===== config.mk =====
export PLATFORM = sky130hd
export DESIGN_NAME = pll_reset_sequencer
export DESIGN_NICKNAME = d
export VERILOG_FILES = /design/src/rtl/pll_rstseq_pkg.sv /design/src/rtl/sync_2ff.sv /design/src/rtl/pll_reset_sequencer.sv
export SDC_FILE = /design/constraint.sdc
export NUM_CORES = 1
export LEC_CHECK = 0
export ABC_AREA = 0
export BUFFER_PORTS_ARGS = -buffer_cell sky130_fd_sc_hd__buf_2
export CORE_ASPECT_RATIO = 1.2
export CORE_UTILIZATION = 55
export CTS_CLUSTER_SIZE = 28
export DETAILED_ROUTE_END_ITERATION = 12
export HOLD_SLACK_MARGIN = 0.05
export PLACE_DENSITY = 0.77
export SETUP_SLACK_MARGIN = 0.5
export SYNTH_ARGS = -nofsm -noshare
export SYNTH_HDL_FRONTEND = slang
export SYNTH_HIERARCHICAL = 1
export SYNTH_SLANG_ARGS = --single-unit

===== constraint.sdc =====
create_clock -name clk_in -period 4.8 [get_ports clk_in]
set_input_delay 0.96 -clock clk_in [delete_from_list [all_inputs] [get_ports clk_in]]
set_output_delay 0.96 -clock clk_in [all_outputs]
set_load 0.03 [all_outputs]

===== src/rtl/pll_rstseq_pkg.sv =====
// Shared types and default timing constants for the PLL reset sequencer.
package pll_rstseq_pkg;

  typedef enum logic [2:0] {
    PLL_RST   = 3'd0,
    WAIT_LOCK = 3'd1,
    STABLE    = 3'd2,
    RELEASE   = 3'd3,
    RUN       = 3'd4
  } state_e;

  localparam int DEF_PLL_RST_CYC      = 16;
  localparam int DEF_LOCK_TIMEOUT_CYC = 2000;
  localparam int DEF_STABLE_CYC       = 256;
  localparam int DEF_NUM_STAGES       = 3;
  localparam int DEF_STAGE_GAP_CYC    = 8;

  localparam logic [7:0] CNT_SAT = 8'hFF;

  function automatic int max4(input int a, input int b, input int c, input int d);
    int m;
    m = a;
    if (b > m) m = b;
    if (c > m) m = c;
    if (d > m) m = d;
    return m;
  endfunction

  // Event counters stick at CNT_SAT instead of wrapping back to zero.
  function automatic logic [7:0] sat_inc(input logic [7:0] v, input logic en);
    return (en && (v != CNT_SAT)) ? v + 8'd1 : v;
  endfunction

endpackage


===== src/rtl/sync_2ff.sv =====
// Two-flop synchronizer for a single asynchronous level, cleared to 0 on reset.
module sync_2ff (
  input  logic clk,
  input  logic rst,
  input  logic d,
  output logic q
);

  logic meta;

  always_ff @(posedge clk or posedge rst) begin
    if (rst) begin
      meta <= 1'b0;
      q    <= 1'b0;
    end else begin
      meta <= d;
      q    <= meta;
    end
  end

endmodule


===== src/rtl/pll_reset_sequencer.sv =====
// Brings a PLL out of reset, waits for stable lock, then releases staged resets.
// Optional loss-of-lock counter enabled by `PLL_RSTSEQ_LOSS_CNT_EN.
module pll_reset_sequencer
  import pll_rstseq_pkg::*;
#(
  parameter int PLL_RST_CYC      = DEF_PLL_RST_CYC,
  parameter int LOCK_TIMEOUT_CYC = DEF_LOCK_TIMEOUT_CYC,
  parameter int STABLE_CYC       = DEF_STABLE_CYC,
  parameter int NUM_STAGES       = DEF_NUM_STAGES,
  parameter int STAGE_GAP_CYC    = DEF_STAGE_GAP_CYC
) (
  input  logic                  clk_in,
  input  logic                  areset,
  input  logic                  pll_locked,
  output logic                  pll_rst,
  output logic [NUM_STAGES-1:0] srst,
  output logic                  ready,
  output logic [7:0]            retry_cnt,
  output logic [7:0]            loss_cnt
);

  localparam int MAX_CYC = max4(PLL_RST_CYC, LOCK_TIMEOUT_CYC, STABLE_CYC, STAGE_GAP_CYC);
  localparam int CNT_W   = $clog2(MAX_CYC) + 1;
  localparam int STG_W   = (NUM_STAGES > 1) ? $clog2(NUM_STAGES) : 1;

  typedef logic [CNT_W-1:0] cnt_t;
  typedef logic [STG_W-1:0] stg_t;

  state_e                state, state_nxt;
  cnt_t                  cnt, cnt_nxt;
  stg_t                  stg, stg_nxt;
  logic [NUM_STAGES-1:0] srst_q, srst_nxt;
  logic                  ready_q, ready_nxt;
  logic                  pll_rst_q;
  logic [7:0]            retry_q;
  logic                  retry_inc;
  logic                  lock_s;

  sync_2ff u_lock_sync (
    .clk (clk_in),
    .rst (areset),
    .d   (pll_locked),
    .q   (lock_s)
  );

  always_comb begin
    state_nxt = state;
    cnt_nxt   = cnt + cnt_t'(1);
    stg_nxt   = stg;
    srst_nxt  = srst_q;
    ready_nxt = ready_q;
    retry_inc = 1'b0;
    case (state)
      PLL_RST: begin
        if (cnt == cnt_t'(PLL_RST_CYC - 1)) state_nxt = WAIT_LOCK;
      end
      WAIT_LOCK: begin
        if (lock_s) begin
          state_nxt = STABLE;
        end else if (cnt == cnt_t'(LOCK_TIMEOUT_CYC - 1)) begin
          state_nxt = PLL_RST;
          retry_inc = 1'b1;
        end
      end
      STABLE: begin
        // A single dropout restarts qualification without re-pulsing the PLL.
        if (!lock_s) begin
          state_nxt = WAIT_LOCK;
        end else if (cnt == cnt_t'(STABLE_CYC - 1)) begin
          srst_nxt[0] = 1'b0;
          stg_nxt     = stg_t'(1);
          if (NUM_STAGES == 1) begin
            state_nxt = RUN;
            ready_nxt = 1'b1;
          end else begin
            state_nxt = RELEASE;
          end
        end
      end
      RELEASE: begin
        if (!lock_s) begin
          state_nxt = PLL_RST;
          srst_nxt  = '1;
          ready_nxt = 1'b0;
        end else if (cnt == cnt_t'(STAGE_GAP_CYC - 1)) begin
          srst_nxt[stg] = 1'b0;
          cnt_nxt       = '0;
          if (stg == stg_t'(NUM_STAGES - 1)) begin
            state_nxt = RUN;
            ready_nxt = 1'b1;
          end else begin
            stg_nxt = stg + stg_t'(1);
          end
        end
      end
      RUN: begin
        cnt_nxt = '0;
        if (!lock_s) begin
          state_nxt = PLL_RST;
          srst_nxt  = '1;
          ready_nxt = 1'b0;
        end
      end
      default: begin
        state_nxt = PLL_RST;
        srst_nxt  = '1;
        ready_nxt = 1'b0;
      end
    endcase
    if (state_nxt != state) cnt_nxt = '0;
  end

  always_ff @(posedge clk_in or posedge areset) begin
    if (areset) begin
      state     <= PLL_RST;
      cnt       <= '0;
      stg       <= '0;
      srst_q    <= '1;
      ready_q   <= 1'b0;
      pll_rst_q <= 1'b1;
      retry_q   <= '0;
    end else begin
      state     <= state_nxt;
      cnt       <= cnt_nxt;
      stg       <= stg_nxt;
      srst_q    <= srst_nxt;
      ready_q   <= ready_nxt;
      pll_rst_q <= (state_nxt == PLL_RST);
      retry_q   <= sat_inc(retry_q, retry_inc);
    end
  end

`ifdef PLL_RSTSEQ_LOSS_CNT_EN
  logic [7:0] loss_q;
  logic       loss_inc;

  assign loss_inc = (state == RUN) && !lock_s;

  always_ff @(posedge clk_in or posedge areset) begin
    if (areset) loss_q <= '0;
    else        loss_q <= sat_inc(loss_q, loss_inc);
  end

  assign loss_cnt = loss_q;
`else
  assign loss_cnt = '0;
`endif

  assign pll_rst   = pll_rst_q;
  assign srst      = srst_q;
  assign ready     = ready_q;
  assign retry_cnt = retry_q;

endmodule


; Yosys cells after proc, flatten, opt, wreduce, memory -nomap -nowiden
; Index checks and enable logic that the tools add are counted.
[classes]
addsub = 3
order_cmp = 2
eq_ne = 19
mux = 37
bitwise = 4
reduce_logical = 11
[ops]
columns = cell, count
row1 = 12-bit two-way mux, 3
row2 = 3-bit two-way mux, 12
row3 = 12-bit case mux with 2 select lines, 1
row4 = 3-bit case mux with 5 select lines, 1
row5 = "12-bit by 1-bit adder with 12-bit output, second input constant", 1
row6 = "12-bit by 11-bit equality test with 1-bit output, second input constant", 1
row7 = "12-bit by 3-bit equality test with 1-bit output, second input constant", 1
row8 = "12-bit by 4-bit equality test with 1-bit output, second input constant", 1
row9 = "12-bit by 8-bit equality test with 1-bit output, second input constant", 1
row10 = 1-bit two-way mux, 10
row11 = 2-bit two-way mux, 5
row12 = "8-bit by 1-bit adder with 8-bit output, second input constant", 1
row13 = "2-bit inequality test, second input constant", 4
row14 = "8-bit inequality test, second input constant", 1
row15 = "3-bit by 2-bit equality test with 1-bit output, second input constant", 2
row16 = 3-bit zero test, 2
row17 = "3-bit inequality test, second input constant", 2
row18 = 2-bit case mux with 3 select lines, 1
row19 = 6-bit AND reduction, 1
row20 = 5-bit AND reduction, 1
row21 = "2-bit by 1-bit inequality test with 1-bit output, second input constant", 2
row22 = 1-bit case mux with 4 select lines, 1
row23 = 2-bit case mux with 2 select lines, 1
row24 = 4-bit AND reduction, 1
row25 = other kinds (17), 19
[word_totals]
ff_bits = 32
in_bits = 3
output_inout_bits = 21
elab_cells = 86

; Depth between registers and ports, before layout
[logic_depth]
depth_word = 9
mapped_depth = 7
ltp_nobuf = 6

; Cells and area by module
; Netlist, hierarchy kept.
[modules_own_cells]
columns = mod, instances, cells_per_inst, area_per_inst_um2, seq_area_each_um2
row1 = pll_reset_sequencer, 1, 185, 1811.7, 755.7
row2 = sync_2ff, 1, 3, 53.8, 50.0

; Worst setup path after synthesis
; Ideal clock, no wire load.
[synth_path]
path_kind = register to register
start = register cnt[9]
end = register cnt[3]
setup_ns = 0.142
arrival_time_ns = 1.969
required_ns = 4.658
slack_ns = 2.689
path_stages_with_launch = 7
path_buffers = 2
period_less_slack_ns = 2.111
path_cell_list = dfrtp_1 or4_1 buf_2 or3_4 o311ai_4 buf_6 a211oi_1
[synth_via]
elab_chain_cells = 6
word_cells_on_any_way = 17
classes_between = 5 x eq/ne / 12 x mux
[synth_rtl]
columns = item, line
row1 = "start, declared", pll_reset_sequencer.sv:30  ; cnt_t cnt, cnt_nxt;
row2 = "start signal, assigned", pll_reset_sequencer.sv:124  ; cnt <= cnt_nxt;
row3 = 12-bit by 3-bit equality test with 1-bit output (tied with other cells), pll_reset_sequencer.sv:85  ; end else if (cnt == cnt_t'(STAGE_GAP_CYC - 1)) begin
row4 = "3-bit two-way mux, on equally long branches", "pll_reset_sequencer.sv:85, pll_reset_sequencer.sv:60, pll_reset_sequencer.sv:69"
row5 = "3-bit two-way mux, on equally long branches", "pll_reset_sequencer.sv:81, pll_reset_sequencer.sv:58, pll_reset_sequencer.sv:67"
row6 = 3-bit case mux with 5 select lines, pll_reset_sequencer.sv:53  ; case (state)
row7 = 3-bit inequality test, pll_reset_sequencer.sv:110  ; if (state_nxt != state) cnt_nxt = '0;
row8 = 12-bit two-way mux *, pll_reset_sequencer.sv:110
row9 = net cnt_nxt[3], pll_reset_sequencer.sv:30
; Mark *: on every way through the listed nets, which the timed path passes. The rest lies on a longest branch.
; A chain may end at the register's enable or synchronous reset.

; Worst setup path in the final report
[layout_path]
start = register cnt[8]
end = register pll_rst_q, in the netlist pll_rst
[layout_via]
elab_chain_cells = 5
word_cells_on_any_way = 13
classes_between = 4 x eq/ne / 8 x mux / 1 x reduce/logical
[layout_rtl]
columns = item, line
row1 = 12-bit by 3-bit equality test with 1-bit output (tied with other cells), pll_reset_sequencer.sv:85
row2 = "3-bit two-way mux, on equally long branches", "pll_reset_sequencer.sv:85, pll_reset_sequencer.sv:60, pll_reset_sequencer.sv:69"
row3 = "3-bit two-way mux, on equally long branches", "pll_reset_sequencer.sv:81, pll_reset_sequencer.sv:58, pll_reset_sequencer.sv:67"
row4 = 3-bit case mux with 5 select lines *, pll_reset_sequencer.sv:53
row5 = 3-bit zero test *, pll_reset_sequencer.sv:128  ; pll_rst_q <= (state_nxt == PLL_RST);
row6 = "end signal, assigned", pll_reset_sequencer.sv:128
row7 = "end, declared", pll_reset_sequencer.sv:34  ; logic pll_rst_q;
; Mark *: on every way between the ends. The rest lies on a longest branch, timed or not.

==> summary.md <==
| Metric | Value |
|---|---|
| Min Tclk post-route | `2.70 ns` |
| Total area of sequential cells | `806 µm²` |
| Worst vdd ir | `0.269 mV` |
| Die Ht | `65.8 µm` |
| WS Path Type | `flop to flop` |
| # IOs | `24` |
| RSZ-0062 raised after global routing | `false` |
| Pwr dens | `406 mW/mm²` |
| Hold path depth | `0` |
| CTS hold repair buffers | `0` |
| Vias post-DR | `1452` |
| Die area | `0.00363 mm²` |
| RD Place Congestion | `0.853` |
| CP delay by family, top | `simple AND/OR/NAND/NOR gates` |
| Pin count of the biggest net entering global routing | `22` |
| R2r endpoint | `pll_rst` |
| Mapped cell area | `0.00187 mm²` |
| Final setup viols | `0` |
| Worst-Margin Slew | `0.991 ns` |
| Synth top area share | `37.6%` |
| Asr flop ratio synth | `100%` |
| Clock Latency Late Sink | `0.33 ns` |
| Syn. warnings | `6` |
| Cells on worst reg2reg path | `4` |
| Fmax | `0.371 GHz` |
| H-tree depth | `2` |
| Setup TNS | `0 ns` |
| FILL cells | `273` |
| CTS tree | `built` |
| Worst path depth | `4` |
| Tot Pwr | `808 µW` |
| Worst hold path type | `flop to flop` |
| Post-DP Area | `0.00192 mm²` |
| Final wirelength | `3700 µm` |
| WP buf/inv | `0` |
| Diodes inserted | `0` |
| CTS Sinks | `32` |
| Met1 usage | `27.3%` |
| Slowest stage cell, crit path | `a22oi_1` |
| CP startpoint kind | `flop` |
| Met3 usage in global routing | `6.67%` |
| WP data arrival | `2.97 ns` |
| Final nets | `211` |
| DP Wirelength | `2710 µm` |
| Hold Crit Start | `u_lock_sync/meta` |
| Hold Crit Endpoint | `u_lock_sync/q` |
| DIE WIDTH | `55.2 µm` |
| Launching point of the worst reg2reg path | `cnt[8]` |
| Slew HR | `33.9%` |
| Global-route wire length before repair | `6190 µm` |
| Most frequent cells in the layout | `dfrtp_1, buf_2, xor2_1` |
| EDFF count, synth | `0` |
| CP Capture Type | `flop` |
| Leak | `0.000908 µW` |
| Status | `finished clean` |
| Design area | `0.00199 mm²` |
| Register area share after synthesis | `43.2%` |
| Layout area overhead | `6.64%` |
| IO buf count | `15` |
| Average cell area after synthesis | `9.92 µm²` |
| Tcrit/Tclk final | `56.2%` |
| Clock skew | `0.00611 ns` |
| Clock Pin Slew Worst Setup and Hold Paths | `0.10 ns` |
| Cells after Synth | `188` |
| Critical Path, Cell by Cell | `or4_1 > or3_1 > a22oi_1 > and3_1` |
| Per-cell routed wire length | `15.4 µm` |
| GR peak layer | `met2` |
| M2 GR Usage | `40.2%` |
| Total grt overflow | `0` |
| Multi-input combinational cell area | `946 µm²` |
| Critical path fanouts, max | `12` |
| Placement Rows | `22` |
| Initial Util | `59.4%` |
| Commonest non-fill, non-tap cell in the layout | `dfrtp_1` |
| DRC errors left | `0` |
| Vias in the first global route | `1413` |
| Setup Buffers After CTS | `0` |
| Critical Path RT | `5.08 ns` |
| Routed Antenna Nets | `0` |
| Top_reg_cell synth | `dfrtp_1` |
| Share of cells above drive strength 1 | `16.7%` |
| CTS buffer count | `5` |
| DR iter-0 viols | `59` |
| Synth area leader | `dfrtp_1` |
| Core region area | `0.00314 mm²` |
| Vias per cell | `6.05` |
| Cells taking the most area after synthesis | `dfrtp_1, dfstp_2, xor2_1` |
| Clk Tree Root Cell | `clkbuf_4` |
| Max-Cap Viols | `0` |
| Fin. Hold Viols | `0` |
| Flop-to-flop setup slack | `2.10 ns` |
| Max clock buf depth | `2` |
| CP Launch Point | `cnt[8]` |
| Post-CTS Resized | `0` |
| Unique masters post-synth | `49` |
| TritonRoute pass-1 iters | `4` |
| Worst path max stage delay | `0.79 ns` |
| Fin. max-slew vios | `0` |
| Total GRT Usage | `24.0%` |
| Yosys reg bits | `32` |
| Initial antenna violation count | `0` |
## report_power, final
group	internal, µW	switching (µW)	leakage, µW
Sequential	322	54.7	0.000420
Combinational	100	155	0.000449
Clock	86.1	90.3	0.0000386
## worst max path at each step
stage	slack, ns	endpoint
global placement	2.25	pll_rst
detailed placement	2.07	cnt[8]
global route	1.87	cnt[3]
CTS	2.03	pll_rst
finish	2.10	pll_rst
floorplan	2.69	cnt[3]
## cell usage after synthesis, drive strengths merged, types with 2 or more instances
cell	count
dfstp	4
xnor2	6
inv	11
buf	12
a21oi	3
a211oi	10
nand2	11
or3	5
xor2	12
or4	3
nor3	8
nor2	9
a22oi	2
nor2b	3
and3	4
o21a	2
o311ai	2
nor4b	2
nand3	8
and4	2
or2	2
dfrtp	28
nand4	5
nor4	4
clkbuf	3
and2	2
ha	5
o21ai	4
## per-stage QoR
step	hold WS (ns)	util (%)	setup slack (ns)	instances
detailed placement	0.340	61.2	2.07	232
finish	0.360	63.4	2.10	240
global route	0.369	63.4	1.87	240
floorplan	0.331	-	2.69	195
CTS	0.362	63.4	2.03	240
global placement	0.336	61.2	2.25	232
## registers in the layout, summed over array words and instances, names as in the netlist
name	count
ready	1
retry_cnt	8
cnt	12
pll_rst	1
state	3
u_lock_sync/q	1
u_lock_sync/meta	1
stg	2
srst	3
## cell families after synthesis
family          share of synthesized area, %
buf+inv                                 7.51
other cells                            0.201
simple gates                            22.1
fa+ha+maj                               3.35
compound gates                          14.0
flops                                   43.2
xor+xnor                                8.45
mux                                     1.14
## area by class of cell
type / count / share of cell area, %
multi-input combinational: 137 / 47.5
timing repair buffer: 16 / 4.15
inverter: 11 / 2.08
tap: 36 / 2.26
clock buffer: 8 / 3.46
sequential: 32 / 40.5
## metal layers
layer | up-vias | wire, µm
met2 | 24 | 1930
met4 | 0 | 80
met5 | - | 0
li1 | 699 | -
met3 | 9 | 122
met1 | 720 | 1570
Note: power is estimated with default switching activity, not from simulation.
